`config.mk`:
```
export PLATFORM = sky130hd
export DESIGN_NAME = alu_acc_ctrl
export DESIGN_NICKNAME = d
export VERILOG_FILES = /design/src/rtl/alu_pkg.sv /design/src/rtl/alu_acc_datapath.sv /design/src/rtl/alu_acc_ctrl.sv
export SDC_FILE = /design/constraint.sdc
export NUM_CORES = 1
export LEC_CHECK = 0
export ABC_AREA = 1
export ABC_CLOCK_PERIOD_IN_PS = 3150
export CAP_MARGIN = 20
export CORE_MARGIN = 2
export CORE_UTILIZATION = 53
export DETAILED_ROUTE_END_ITERATION = 7
export PLACE_DENSITY = 0.8
export SLEW_MARGIN = 20
export SYNTH_ARGS = -nofsm -noshare
export SYNTH_HDL_FRONTEND = slang
export SYNTH_SLANG_ARGS = --single-unit
```
`constraint.sdc`:
```
create_clock -name clk_i -period 3.15 [get_ports clk_i]
set_clock_uncertainty 0.2 [all_clocks]
set_input_delay 0.315 -clock clk_i [delete_from_list [all_inputs] [get_ports clk_i]]
set_output_delay 0.315 -clock clk_i [all_outputs]
set_load 0.01 [all_outputs]
```
`src/rtl/alu_pkg.sv`:
```
// alu_pkg: shared opcode and FSM state encodings for the accumulator ALU
package alu_pkg;
  typedef enum logic [2:0] {
    OP_ADD  = 3'd0,
    OP_SUB  = 3'd1,
    OP_AND  = 3'd2,
    OP_OR   = 3'd3,
    OP_LOAD = 3'd4,
    OP_CLR  = 3'd5
  } op_e;
  typedef enum logic [1:0] {
    ST_IDLE = 2'd0,
    ST_EXEC = 2'd1,
    ST_RESP = 2'd2
  } state_e;
endpackage

```
`src/rtl/alu_acc_datapath.sv`:
```
// alu_acc_datapath: combinational evaluation of one accumulator operation
module alu_acc_datapath
  import alu_pkg::*;
#(
  parameter int WIDTH = 8
) (
  input  logic [2:0]       op_i,
  input  logic [WIDTH-1:0] a_i,
  input  logic [WIDTH-1:0] b_i,
  output logic [WIDTH:0]   result_o,
  output logic             illegal_o
);
  // unsigned (WIDTH+1)-bit result; bit WIDTH is carry for ADD, borrow for SUB
  always_comb begin
    result_o  = {1'b0, a_i};
    illegal_o = 1'b0;
    case (op_e'(op_i))
      OP_ADD:  result_o = {1'b0, a_i} + {1'b0, b_i};
      OP_SUB:  result_o = {1'b0, a_i} - {1'b0, b_i};
      OP_AND:  result_o = {1'b0, a_i & b_i};
      OP_OR:   result_o = {1'b0, a_i | b_i};
      OP_LOAD: result_o = {1'b0, b_i};
      OP_CLR:  result_o = '0;
      default: illegal_o = 1'b1;
    endcase
  end
endmodule

```
`src/rtl/alu_acc_ctrl.sv`:
```
// alu_acc_ctrl: handshaked accumulator ALU with IDLE/EXEC/RESP sequencing
module alu_acc_ctrl
  import alu_pkg::*;
#(
  parameter int WIDTH = 8,
  parameter int CNT_W = 8
) (
  input  logic             clk_i,
  input  logic             rst_i,
  input  logic             cmd_valid_i,
  output logic             cmd_ready_o,
  input  logic [2:0]       cmd_op_i,
  input  logic [WIDTH-1:0] cmd_operand_i,
  output logic             rsp_valid_o,
  input  logic             rsp_ready_i,
  output logic [WIDTH-1:0] acc_o,
  output logic             carry_o,
  output logic             zero_o,
  output logic             err_o,
  output logic [CNT_W-1:0] cmd_cnt_o
);
  state_e           r_state, w_next;
  logic [2:0]       r_op;
  logic [WIDTH-1:0] r_b, r_acc;
  logic             r_carry, r_err;
  logic [CNT_W-1:0] r_cnt;
  logic [WIDTH:0]   w_result;
  logic             w_illegal, w_accept;

  assign w_accept    = cmd_valid_i && r_state == ST_IDLE;
  assign cmd_ready_o = r_state == ST_IDLE;
  assign rsp_valid_o = r_state == ST_RESP;
  assign acc_o       = r_acc;
  assign carry_o     = r_carry;
  assign zero_o      = r_acc == '0;
  assign err_o       = r_err;
  assign cmd_cnt_o   = r_cnt;

  alu_acc_datapath #(.WIDTH(WIDTH)) u_dp (
    .op_i      (r_op),
    .a_i       (r_acc),
    .b_i       (r_b),
    .result_o  (w_result),
    .illegal_o (w_illegal)
  );

  // state register
  always_ff @(posedge clk_i or posedge rst_i)
    if (rst_i) r_state <= ST_IDLE;
    else       r_state <= w_next;

  // next state: accept in IDLE, one EXEC cycle, hold RESP until consumed
  always_comb begin
    w_next = r_state;
    case (r_state)
      ST_IDLE: w_next = cmd_valid_i ? ST_EXEC : ST_IDLE;
      ST_EXEC: w_next = ST_RESP;
      ST_RESP: w_next = rsp_ready_i ? ST_IDLE : ST_RESP;
      default: w_next = ST_IDLE;
    endcase
  end

  // latch command on acceptance, commit result in EXEC; illegal ops keep acc/carry
  always_ff @(posedge clk_i or posedge rst_i)
    if (rst_i) begin
      r_op    <= '0;
      r_b     <= '0;
      r_acc   <= '0;
      r_carry <= 1'b0;
      r_err   <= 1'b0;
      r_cnt   <= '0;
    end else begin
      if (w_accept) begin
        r_op  <= cmd_op_i;
        r_b   <= cmd_operand_i;
        r_cnt <= r_cnt + CNT_W'(1);
      end
      if (r_state == ST_EXEC) begin
        r_err <= w_illegal;
        if (!w_illegal) begin
          r_acc   <= w_result[WIDTH-1:0];
          r_carry <= w_result[WIDTH];
        end
      end
    end
endmodule

```
==> run metrics <==
outcome complete, no violations; post-synth cell types 27; ys async rst share 1.00; flop2flop setup slack between 0.7 and 0.8 ns; CTS tree done; CP required 3.13 ns; Top Ports 36; layout cells sized above 1 0.0805; Worst-Skew Late Latency 0.29 ns; Die Wd 66.3 um; r2r startpoint r_op[2]$_DFFE_PP0P_; full die area 0.00439 mm^2; Slew Viols, Final 0; CTS hold repair buffers 0; Worst Path Max Fanout 9; # setup viols final 0; CP arrival 2.42 ns; initial cell density of the core 0.557; Routed WL per cell around 13 um; Total Routed Length 4650 um; post-route clock period utilization 0.776; vias 1921; Synth area leaders dfrtp_1, nand2_1, ha_1, nand3_1, inv_1; Final Wtd Congestion 0.919; synth warn 0; Rows 22; setup TNS 0 ns; Area Growth Syn to Fin 24.1%; Psw 1470 uW; # fillers 336; Placeable Area approximately 0.0037 mm^2; switch share 0.489; All-Layer GR Usage 0.238; synthesized flop and latch total 31; synthesized instance count 282; design area around 0.0025 mm^2; reg2reg path depth 11; CP Launch Type flop; Synth top area share 0.378; Worst Setup Path Type reg2reg; leakage approximately 0.0013 uW; Period minus WS final 2.44 ns; Syn Area/Cell 7.29 um^2; # diodes 0; max_slew headroom 0.680; die height 66.3 um; hold slack 0.220 ns; crit end category flop; Pre-Repair DR Iteration Count 7; CTS clk-pin slew, worst paths 0.07 ns; CTS resizes 0; Clock Tree Buf Depth 2; HP Class in2async; Remaining DRCs 0; Max Cap Viol 0; Vias/cell 5.18; Gate power share 0.632; area of the multi-input gates approximately 0.0011 mm^2; VDD IR max 589 uV; placed insts 364; Seq. cell area 776 um^2; r2r endpoint acc_o[4]$_DFFE_PP0P_; Post-DP Area between 0.002 and 0.0025 mm^2; post-synth design cell area between 0.002 and 0.0025 mm^2; Seq/Total Area, Yosys 0.378; crit path from r_op[2]$_DFFE_PP0P_; Hold Fails Final Rpt 0; f_max 0.409 GHz; largest area contributor in the synthesized netlist dfrtp_1; post-CTS setup buffer count 0; initial antenna violation count 0; non-filler cells in the finished layout 371; syn nets 310; Primary FF master, synth dfrtp_1; total CTS buffers 5; vias in the first global route roughly 1700; remaining antenna violation count 0; 1st-iter DRT viols 152; internal power 1530 uW; Root Driver clkbuf_8; largest net degree at the start of global routing 32; first-pass GRT wire length between 7000 and 8000 um; final worst slack around 0.71 ns; H-tree Lvls 2; I/O Buffers 35; nets 351; worst slew pin tran 0.476 ns; Post-DP HPWL between 3000 and 4000 um; Setup WS pre-CTS roughly 0.7 ns; crit path capture acc_o[4]$_DFFE_PP0P_; Power Dens Cells 1170 mW/mm^2; sequential fraction of design power 0.260; RSZ-0062 raised after global routing false; Sink Count 31; total grt overflow 0; clock share of power 0.108; Post-synth EDFFs 0
[layout by cell type, fill, tap and decap left out, types with 2 or more instances in the layout]
cell type,netlist,routed
dfrtp_1,31,31
nand2_1,99,99
nand2_2,2,2
ha_1,12,12
inv_2,7,7
nand4_1,2,2
nor2_1,14,14
xor2_1,8,8
clkbuf_8,0,6
o21ai_0,15,15
inv_1,37,37
clkdlybuf4s50_1,0,35
nor4_1,2,2
xnor2_1,5,5
nand3_1,28,28
a21oi_1,4,4
or2_2,3,3
[stage by stage]
step | power, uW | util
finish | 3000 | 0.691
global route | 3330 | 0.691
CTS | 3000 | 0.691
detailed placement | 2660 | 0.668
global placement | 2600 | 0.668
floorplan | 2110 | -
[state kept, by name (all words and copies together), names as in the netlist]
register and count:
acc_o 8, carry_o 1, cmd_cnt_o 8, err_o 1, r_b 8, r_op 3, r_state 2
[cell families (layout without fill, tap and decap cells)]
| family | count (synthesis) | after routing | synth area share |
|---|---|---|---|
| and+or+nand+nor | 157 | 157 | 0.342 |
| buffers and inverters | 46 | 87 | 0.0853 |
| DFF | 31 | 31 | 0.378 |
| AOI/OAI and AO/OA | 22 | 22 | 0.0566 |
| adders and majority gates | 13 | 13 | 0.0828 |
| xor gates and xnor gates | 13 | 13 | 0.0554 |
[synth_stat cells, types with 2 or more instances]
master,instances
nand2_1,99
inv_1,37
dfrtp_1,31
nand3_1,28
o21ai_0,15
nor2_1,14
ha_1,12
xor2_1,8
inv_2,7
xnor2_1,5
a21oi_1,4
or2_2,3
buf_2,2
nand2_2,2
nand4_1,2
nor4_1,2
[worst min-delay path by stage]
stage	startpoint	end
after global placement	cmd_cnt_o[7]$_DFFE_PP0P_	cmd_cnt_o[7]$_DFFE_PP0P_
after CTS	rst_i	cmd_cnt_o[3]$_DFFE_PP0P_
after floorplan	rst_i	acc_o[0]$_DFFE_PP0P_
after detailed placement	cmd_cnt_o[7]$_DFFE_PP0P_	cmd_cnt_o[7]$_DFFE_PP0P_
final	rst_i	cmd_cnt_o[3]$_DFFE_PP0P_
after global routing	rst_i	cmd_cnt_o[3]$_DFFE_PP0P_
[worst max-delay path, stage by stage, from the launching register on]
cell and delay (ns):
dfrtp_1 0.49, inv_2 0.11, nand3_4 0.12, inv_2 0.06, nand2_1 0.05, o21ai_0 0.18, fa_1 0.50, nand3_1 0.11
nand2_1 0.08, or2_2 0.28, nand3_1 0.09, nand3_1 0.06
[power groups by stage]
stage / Combinational (uW) / Clock (uW) / Sequential, uW
5_1_grt: 2170 / 349 / 805
6_report: 1890 / 325 / 778
2_1_floorplan: 1340 / 0 / 771
3_3_place_gp: 1830 / 0 / 775
3_5_place_dp: 1880 / 0 / 781
4_1_cts: 1890 / 330 / 776
[cell type report]
class / instances / share of cell area
Multi-Input combinational cell: 205 / 0.433
Sequential cell: 31 / 0.304
Timing Repair Buffer: 36 / 0.140
Inverter: 44 / 0.0648
Clock buffer: 6 / 0.0324
Tap cell: 48 / 0.0236
Clock inverter: 1 / 0.00196
[metal layers]
| metal | GRT usage | part of all wire | routed length (um) |
|---|---|---|---|
| met1 | 0.315 | 0.45 | 2100 |
| met2 | 0.396 | 0.48 | 2210 |
| met3 | 0.0494 | 0.061 | 283 |
| met4 | 0.0612 | 0.011 | 53 |
| met5 | 0 | 0 | 0 |
(Power assumes the default switching activity.)
